$ cat config.mk
export PLATFORM = sky130hd
export DESIGN_NAME = joypad_poller
export DESIGN_NICKNAME = d
export VERILOG_FILES = /design/src/rtl/joypad_pkg.sv /design/src/rtl/poll_tick_gen.sv /design/src/rtl/joypad_poller.sv
export SDC_FILE = /design/constraint.sdc
export NUM_CORES = 1
export LEC_CHECK = 0
export CORE_ASPECT_RATIO = 1.4
export CORE_MARGIN = 4
export CORE_UTILIZATION = 29
export CTS_CLUSTER_SIZE = 30
export DETAILED_ROUTE_END_ITERATION = 8
export PLACE_DENSITY_LB_ADDON = 0.15
export SYNTH_ARGS = -nofsm -noshare
export SYNTH_HDL_FRONTEND = slang
export SYNTH_HIERARCHICAL = 1
export SYNTH_SLANG_ARGS = --single-unit
$ cat constraint.sdc
create_clock -name clk -period 2.6 [get_ports clk]
set_input_delay 0.78 -clock clk [delete_from_list [all_inputs] [get_ports clk]]
set_output_delay 0.78 -clock clk [all_outputs]
set_load 0.01 [all_outputs]
$ cat src/rtl/joypad_pkg.sv
// Shared constants for joypad_poller: register map, bridge selects, FSM states
// and bit positions within the CTRL/STATUS registers and the joypad byte.
package joypad_pkg;

  localparam logic [1:0] REG_CTRL    = 2'd0;
  localparam logic [1:0] REG_STATUS  = 2'd1;
  localparam logic [1:0] REG_BUTTONS = 2'd2;
  localparam logic [1:0] REG_EDGES   = 2'd3;

  localparam logic [1:0] BR_READY  = 2'b00;
  localparam logic [1:0] BR_VALID  = 2'b01;
  localparam logic [1:0] BR_JOYPAD = 2'b10;

  typedef enum logic [1:0] {
    S_IDLE    = 2'd0,
    S_KICK    = 2'd1,
    S_WAIT    = 2'd2,
    S_CAPTURE = 2'd3
  } state_t;

  localparam int CTRL_AUTO    = 0;
  localparam int CTRL_ONESHOT = 1;
  localparam int CTRL_IRQ_EN  = 2;

  localparam int STAT_BUSY    = 0;
  localparam int STAT_NEW     = 1;
  localparam int STAT_TIMEOUT = 2;

  // Bit order of the bridge's joypad byte (standard NES shift order).
  localparam int BTN_A      = 0;
  localparam int BTN_B      = 1;
  localparam int BTN_SELECT = 2;
  localparam int BTN_START  = 3;
  localparam int BTN_UP     = 4;
  localparam int BTN_DOWN   = 5;
  localparam int BTN_LEFT   = 6;
  localparam int BTN_RIGHT  = 7;

endpackage

$ cat src/rtl/poll_tick_gen.sv
// Free-running poll period counter: counts 0..PERIOD-1 while en is high,
// holds at 0 otherwise, and emits a one-cycle tick on the wrap cycle.
module poll_tick_gen #(
  parameter int PERIOD = 833333
) (
  input  logic clk,
  input  logic rst,
  input  logic en,
  output logic tick
);

  localparam int CW = (PERIOD > 2) ? $clog2(PERIOD) : 1;
  localparam logic [CW-1:0] LAST = CW'(PERIOD - 1);

  logic [CW-1:0] cnt_q, cnt_d;

  always_comb begin
    tick  = 1'b0;
    cnt_d = '0;
    if (en) begin
      if (cnt_q == LAST) begin
        tick = 1'b1;
      end else begin
        cnt_d = cnt_q + CW'(1);
      end
    end
  end

  always_ff @(posedge clk) begin
    if (rst) begin
      cnt_q <= '0;
    end else begin
      cnt_q <= cnt_d;
    end
  end

endmodule

$ cat src/rtl/joypad_poller.sv
// CPU-facing poller for nes_bridge: kicks a sample, waits for valid, captures
// the joypad byte and keeps sticky press flags. Optional irq: JOYPAD_POLLER_IRQ_EN.
module joypad_poller
  import joypad_pkg::*;
#(
  parameter int POLL_PERIOD    = 833333,
  parameter int TIMEOUT_CYCLES = 2000000
) (
  input  logic       clk,
  input  logic       rst,
  input  logic       bus_sel,
  input  logic       bus_we,
  input  logic [1:0] bus_addr,
  input  logic [7:0] bus_wdata,
  output logic [7:0] bus_rdata,
  output logic       bridge_start,
  output logic [1:0] bridge_addr,
  input  logic [7:0] bridge_rdata
`ifdef JOYPAD_POLLER_IRQ_EN
  ,
  output logic       irq
`endif
);

  localparam int TW = (TIMEOUT_CYCLES > 2) ? $clog2(TIMEOUT_CYCLES) : 1;
  localparam logic [TW-1:0] T_LAST = TW'(TIMEOUT_CYCLES - 1);

  state_t        state_q, state_d;
  logic          auto_q, auto_d;
  logic          new_q, new_d;
  logic          timeout_q, timeout_d;
  logic          req_q, req_d;
  logic [7:0]    buttons_q, buttons_d;
  logic [7:0]    prev_q, prev_d;
  logic [7:0]    edges_q, edges_d;
  logic [TW-1:0] tcnt_q, tcnt_d;
  logic [7:0]    bus_rdata_q, bus_rdata_d;
  logic          irq_en_q, irq_en_d;
  logic          irq_q, irq_d;
  logic          poll_tick;
  logic          oneshot;
  logic          busy;
  logic [7:0]    ctrl_val;
  logic [7:0]    status_val;

  poll_tick_gen #(.PERIOD(POLL_PERIOD)) u_tick (
    .clk  (clk),
    .rst  (rst),
    .en   (auto_q),
    .tick (poll_tick)
  );

  assign busy      = (state_q != S_IDLE);
  assign bus_rdata = bus_rdata_q;

  always_comb begin
    state_d      = state_q;
    auto_d       = auto_q;
    new_d        = new_q;
    timeout_d    = timeout_q;
    req_d        = 1'b0;
    buttons_d    = buttons_q;
    prev_d       = prev_q;
    edges_d      = edges_q;
    tcnt_d       = tcnt_q;
    bus_rdata_d  = bus_rdata_q;
    irq_en_d     = irq_en_q;
    oneshot      = 1'b0;
    bridge_start = 1'b0;
    bridge_addr  = BR_READY;

`ifdef JOYPAD_POLLER_IRQ_EN
    ctrl_val = {5'b0, irq_en_q, 1'b0, auto_q};
`else
    ctrl_val = {7'b0, auto_q};
`endif
    status_val = {5'b0, timeout_q, new_q, busy};

    // Reads see pre-update values; writes are applied before FSM sets so set wins.
    if (bus_sel && !bus_we) begin
      case (bus_addr)
        REG_CTRL:    bus_rdata_d = ctrl_val;
        REG_STATUS:  bus_rdata_d = status_val;
        REG_BUTTONS: bus_rdata_d = buttons_q;
        default:     bus_rdata_d = edges_q;
      endcase
    end

    if (bus_sel && bus_we) begin
      case (bus_addr)
        REG_CTRL: begin
          auto_d  = bus_wdata[CTRL_AUTO];
          oneshot = bus_wdata[CTRL_ONESHOT];
`ifdef JOYPAD_POLLER_IRQ_EN
          irq_en_d = bus_wdata[CTRL_IRQ_EN];
`endif
        end
        REG_STATUS: begin
          if (bus_wdata[STAT_NEW])     new_d     = 1'b0;
          if (bus_wdata[STAT_TIMEOUT]) timeout_d = 1'b0;
        end
        REG_EDGES: edges_d = edges_q & ~bus_wdata;
        default: ;
      endcase
    end

    // A pending request is consumed by leaving S_IDLE; anything arriving while busy is lost.
    if (state_q == S_IDLE && !req_q) begin
      req_d = poll_tick | oneshot;
    end

    case (state_q)
      S_IDLE: begin
        if (req_q) state_d = S_KICK;
      end
      S_KICK: begin
        if (bridge_rdata[0]) begin
          bridge_start = 1'b1;
          tcnt_d       = '0;
          state_d      = S_WAIT;
        end
      end
      S_WAIT: begin
        bridge_addr = BR_VALID;
        if (bridge_rdata[0]) begin
          state_d = S_CAPTURE;
        end else if (tcnt_q == T_LAST) begin
          timeout_d = 1'b1;
          state_d   = S_IDLE;
        end else begin
          tcnt_d = tcnt_q + TW'(1);
        end
      end
      S_CAPTURE: begin
        bridge_addr = BR_JOYPAD;
        prev_d      = buttons_q;
        buttons_d   = bridge_rdata;
        edges_d     = edges_d | (bridge_rdata & ~buttons_q);
        new_d       = 1'b1;
        state_d     = S_IDLE;
      end
      default: state_d = S_IDLE;
    endcase

    irq_d = irq_en_q & ((|edges_q) | timeout_q);
  end

  always_ff @(posedge clk) begin
    if (rst) begin
      state_q     <= S_IDLE;
      auto_q      <= 1'b0;
      new_q       <= 1'b0;
      timeout_q   <= 1'b0;
      req_q       <= 1'b0;
      buttons_q   <= '0;
      prev_q      <= '0;
      edges_q     <= '0;
      tcnt_q      <= '0;
      bus_rdata_q <= '0;
      irq_en_q    <= 1'b0;
      irq_q       <= 1'b0;
    end else begin
      state_q     <= state_d;
      auto_q      <= auto_d;
      new_q       <= new_d;
      timeout_q   <= timeout_d;
      req_q       <= req_d;
      buttons_q   <= buttons_d;
      prev_q      <= prev_d;
      edges_q     <= edges_d;
      tcnt_q      <= tcnt_d;
      bus_rdata_q <= bus_rdata_d;
      irq_en_q    <= irq_en_d;
      irq_q       <= irq_d;
    end
  end

`ifdef JOYPAD_POLLER_IRQ_EN
  assign irq = irq_q;
`endif

endmodule

After elaboration in Yosys (flattened, before gate mapping)

Cells that the tools add are included.

Bitwise gates (word level): 8
Multiplexer cells: 30
Equal/unequal tests: 13
$add $sub $neg: 2
Reduce and logical (&&, ||, !) cells: 18

Operators with widths:

| operator              | count |
|---|---|
| $mux 21               | 3 |
| $pmux 21 s2           | 1 |
| $mux 8                | 3 |
| $pmux 8 s3            | 1 |
| $add 21x1->21 const B | 1 |
| $eq 21x21->1 const B  | 1 |
| $add 20x1->20 const B | 1 |
| $eq 20x20->1 const B  | 1 |
| $and 8x8->8           | 2 |
| $mux 1                | 16 |
| $not 8->8             | 2 |
| $reduce_bool 2->1     | 5 |
| $eq 2x2->1 const B    | 4 |
| $mux 2                | 4 |
| $ne 2x2->1 const B    | 4 |
| $or 8x8->8            | 1 |
| $pmux 2 s4            | 1 |
| $reduce_and 3->1      | 2 |
| $eq 2x1->1 const B    | 2 |
| $logic_not 2->1       | 2 |
| $pmux 2 s2            | 1 |
| $reduce_and 4->1      | 1 |
| $logic_and 1x1->1     | 3 |
| $ne 3x3->1 const B    | 1 |
| 6 further kinds       | 8 |

Bits in registers: 71
Logic and storage cells: 81
Input bits: 22
Output and inout bits: 11

Depth between registers and ports, before layout

Depth after elaboration: 6
Depth in mapped cells: 7
Mapped depth without buffers: 6

Cells and area by module

Netlist, hierarchy kept.

Modules (own cells, without submodules):

| module        | cells an instance | instances | area an instance (um^2) | seq. area each (um^2) |
|---|---|---|---|---|
| joypad_poller | 300               | 1         | 2,656.3                 | 1,021.0 |
| poll_tick_gen | 111               | 1         | 937.1                   | 400.4 |

Worst setup path before layout

No wires, ideal clock.

Path kind: input to register
Start: in bridge_rdata[0]
End: reg tcnt_q[13]
Data arrival time: 1,995 ps
Stages on the path: 6
Buffers on the path: 1
Required time: 2,532 ps
Path slack: 537 ps
Library setup time: 68 ps
Cells stage by stage: clkbuf_2 nand3b_4 inv_1 o31ai_4 or4_1 a21oi_2

Cells in the longest elaborated chain, start to end: 2
Elaborated cells between the ends (all ways): 3
Those cells by class: 2 x eq/ne; 1 x reduce/logical

Ends and longest elaborated chain:

| element                      | RTL line             | text |
|---|---|---|
| from (decl)                  | joypad_poller.sv:18  | `input logic [7:0] bridge_rdata` |
| $ne 2x2->1 (no line)         | n/a                  |  |
| $reduce_and 4->1 (no line) * | n/a                  |  |
| to (signal assigned)         | joypad_poller.sv:171 | `tcnt_q <= tcnt_d;` |
| to (decl)                    | joypad_poller.sv:36  | `logic [TW-1:0] tcnt_q, tcnt_d;` |

Mark *: on every way between the ends. The rest lies on a longest branch, timed or not.
A chain may end at the register's enable or synchronous reset.

Worst setup path in the final report

Start: reg state_q[0]
End: out bridge_addr[1]

Cells in the longest elaborated chain, start to end: 2
Elaborated cells between the ends (all ways): 3
Those cells by class: 2 x eq/ne; 1 x mux

Ends and longest elaborated chain:

| element                | RTL line             | text |
|---|---|---|
| from (decl)            | joypad_poller.sv:28  | `state_t state_q, state_d;` |
| from (signal assigned) | joypad_poller.sv:163 | `state_q <= state_d;` |
| $eq 2x2->1             | joypad_poller.sv:112 | `case (state_q)` |
| $pmux 2 s2 *           | joypad_poller.sv:112 |  |
| to (decl)              | joypad_poller.sv:17  | `output logic [1:0] bridge_addr,` |

Marked as above.

==> results.md <==
- Outcome: completed
- Slew HR: 62.10%
- Top FF cell, synth: dfxtp_1
- Synth Register Bits: 71
- TritonCTS clock tree: built
- Die ar.: ~14000 um2
- Setup Crit Path Kind: reg2out
- Worst Slack Setup Final: between 0.2 and 0.3 ns
- Final Hold Viols: 0
- Power per cell area: 582.8 nW/um2
- Reg2Reg Depth: 7
- Worst r2r dst: tcnt_q[19]
- Final Cycle Share: 90.37%
- Post-DR wirelength/cell: 14.82 um
- Initial antenna violation count: 1
- Worst path slowest cell: clkdlybuf4s50_1
- Buffers & Inverters on Critical Path: 2
- Async set-reset flop share out of synthesis: 0%
- Flop-to-flop setup slack: between 0.4 and 0.5 ns
- Clk_lat worst skew: 0.33 ns
- Clock-pin slew on the worst setup and hold paths: 0.06 ns
- Int Pwr: 2.046 mW
- Setup crit end: bridge_addr[1]
- Pin count of the biggest net entering global routing: 24
- Nets: 477
- Net Count, Synth: 436
- Max incr delay on CP: 0.53 ns
- Placed cell areas: 4089 um2
- Tmin final: 2.350 ns
- Die W: a little over 100 um
- Clock share of power: 52.9%
- Critical path depth in cells: 3
- Post-Synthesis Cells: 411
- Sw Share: roughly a fifth
- Unrepaired setup endpoints after global routing: no
- PortBufs: 32
- Synth Area per Inst: between 8 and 9 um2
- Critical path arrival: 1.57 ns
- DR iter-0 viols: 73
- Max-cap violation count: 0
- HP Class: reg2reg
- First-pass GRT wire length: 15450 um
- Fmax: between 400 and 500 MHz
- Area added between synthesis and finish: 23.08%
- Slew Limit Fails: 0
- YS warnings: 6
- Post-synth EDFFs: 0
- Comb pwr share: between 4 and 5%
- CP startpoint kind: register
- Hold WS: between 0.4 and 0.5 ns
- Yosys cell types: 68
- Initial Util: 29.95%
- Delay-heaviest family, CP: buffers and inverters
- # IOs: 33
- Seq/Total Area, Yosys: 39.55%
- Share of cells above drive strength 1: 16.85%
- Total power: 2.578 mW
- H-tree depth: 3
- Clock sink total: 71
- GRT Total Usage: 13.54%
- Setup Viol. Count Final: 0
- Slew @ Worst Pin: 0.5686 ns
- Wirelength, routed: 8952 um
- Dpl hpwl: 6462 um
- Post-CTS Setup Bufs: 0
- Pre-Repair DR Iteration Count: 4
- Post-place setup slack: -0.2289 ns
- Final instance area: 4423 um2
- Antenna-violating nets left: 0
- Required @ worst endpoint: about 1.8 ns
- Seq pwr share: 42.5%
- Post-route DRC: 0
- Detailed-route via count: a little over 3000
- Crit-path cells: nand2_1, clkinv_1, clkdlybuf4s50_1
- Grt ovf: 0
- R2R Path Start: tcnt_q[0]
- Inserted Clock Buffers: 9
- Via density: approximately 5
- N_diodes: 0
- Die Height: 139.7 um
- Crit end category: output port
- Worst Clk Skew: roughly 0.0053 ns
- CTS Buffer Depth: 2
- Vias in the first global route: 3092
- Cell Rows: between 40 and 50
- Worst Setup SP: state_q[0]
- Root Driver: clkbuf_16
- Leak: approximately 1.4 nW
- Switching pwr: 0.5316 mW
- GPL Wtd Cong: 0.7739
- Synthesized area: 3593 um2
- CP max FO: 6
- Core Box Area: 12000 um2
- Peak supply drop: 0.3172 mV
logic make-up after synthesis:
group	Yosys count	share of synthesized area [%]
xor gates and xnor gates	15	3.656
AOI/OAI and AO/OA	89	17.65
muxes	11	3.656
and+or+nand+nor	189	29.53
adders and majority gates	3	1.045
buffers and inverters	33	4.909
DFF	71	39.55
cell usage in the layout (no fill, tap or decap), drive strengths merged, types with 4 or more instances in the layout:
| cell | count |
|---|---|
| nor2 | 55 |
| nand3 | 17 |
| a311oi | 5 |
| nor4 | 6 |
| mux2 | 7 |
| o21ai | 16 |
| a31oi | 7 |
| a21oi | 39 |
| nor3 | 15 |
| inv | 16 |
| nor3b | 7 |
| nand4 | 13 |
| xnor2 | 14 |
| clkbuf | 12 |
| nand2 | 42 |
| dfxtp | 71 |
| a211oi | 4 |
| or4 | 4 |
| clkdlybuf4s50 | 29 |
| or3 | 7 |
| a22oi | 5 |
| buf | 16 |
power by group through the flow:
stage | clock (mW) | combinational, mW | sequential (mW)
after floorplan | 0 | 0.0550 | 1.12
after global placement | 0 | 0.119 | 1.12
after detailed placement | 0 | 0.119 | 1.12
after CTS | 1.41 | 0.119 | 1.10
after global routing | 1.46 | 0.129 | 1.10
final | 1.36 | 0.117 | 1.10
cell type report:
cell class | count | area (um2)
clock buffer | 12 | 256.5
clock inverter | 4 | 76.32
fill | 1275 | 7574
inverter | 16 | 60.06
multi-input combinational | 307 | 1996
sequential | 71 | 1421
tap | 147 | 183.9
timing repair buffer | 47 | 429.2
registers in the layout (all words and copies together), names as in the netlist:
name	count
buttons_q	8
state_q	2
new_q	1
auto_q	1
bus_rdata	8
u_tick/cnt_q	20
timeout_q	1
tcnt_q	21
edges_q	8
req_q	1
worst reg2reg max path, cell delays in order, from the launching register on:
cell and delay (ns):
dfxtp_1 0.42, ha_1 0.25, and3_2 0.24, nand2_1 0.16, o31ai_4 0.56, buf_4 0.24, a21oi_1 0.04, o21ai_1 0.13
Yosys cell counts (2+ instances only):
cell,count,area [um2]
dfxtp_1,71,1421
nor2_1,52,195.2
nand2_1,41,153.9
a21oi_1,34,170.2
nand3_1,17,85.08
inv_1,15,56.30
xnor2_1,14,122.6
nand4_1,11,68.82
nor3_1,11,55.05
clkbuf_1,8,30.03
a31oi_1,7,43.79
mux2_2,7,78.83
nor3b_1,7,52.55
o21ai_0,7,35.03
or3_1,7,43.79
nor4_1,6,37.54
a21oi_2,5,43.79
a22oi_1,5,37.54
buf_6,5,56.30
o21ai_2,5,43.79
a211oi_1,4,30.03
a311oi_1,4,35.03
and2_1,3,18.77
ha_1,3,37.54
mux2i_1,3,30.03
nor2_2,3,18.77
nor3_2,3,30.03
or4_1,3,22.52
a221oi_1,2,17.52
a41oi_1,2,17.52
and3_2,2,15.01
and4_1,2,17.52
nand2b_1,2,12.51
nor2b_1,2,12.51
nor4b_4,2,47.55
o21ai_1,2,10.01
o21ai_4,2,32.53
or2_2,2,12.51
how the worst min path moves through the flow:
stage          start     to  slack, ns  cells past startpoint
3_3_place_gp   req_q  req_q       0.41                      1
6_report       req_q  req_q       0.43                      1
5_1_grt        req_q  req_q       0.46                      1
4_1_cts        req_q  req_q       0.44                      1
2_1_floorplan  req_q  req_q       0.40                      1
3_5_place_dp   req_q  req_q       0.43                      1
through the flow:
stage	setup TNS (ns)	utilization (%)	cells
global route	0	36.87	604
finish	0	36.87	604
detailed placement	-0.3034	34.08	588
global placement	-0.2226	34.08	588
CTS	0	36.85	604
floorplan	0	-	411
metal layers:
layer	routed length, um	GRT usage (%)
met1	4027	16.63
met2	4485	22.44
met3	305	3.555
met4	120	4.976
met5	13	0
what timing repair did:
| action | CTS | global route |
|---|---|---|
| gates cloned | 0 | 0 |
| setup endpoints to repair | 1 | 1 |
| hold buffers | 0 | 0 |
| gates resized for setup | 1 | 1 |
Note: power is estimated with default switching activity, not from simulation.
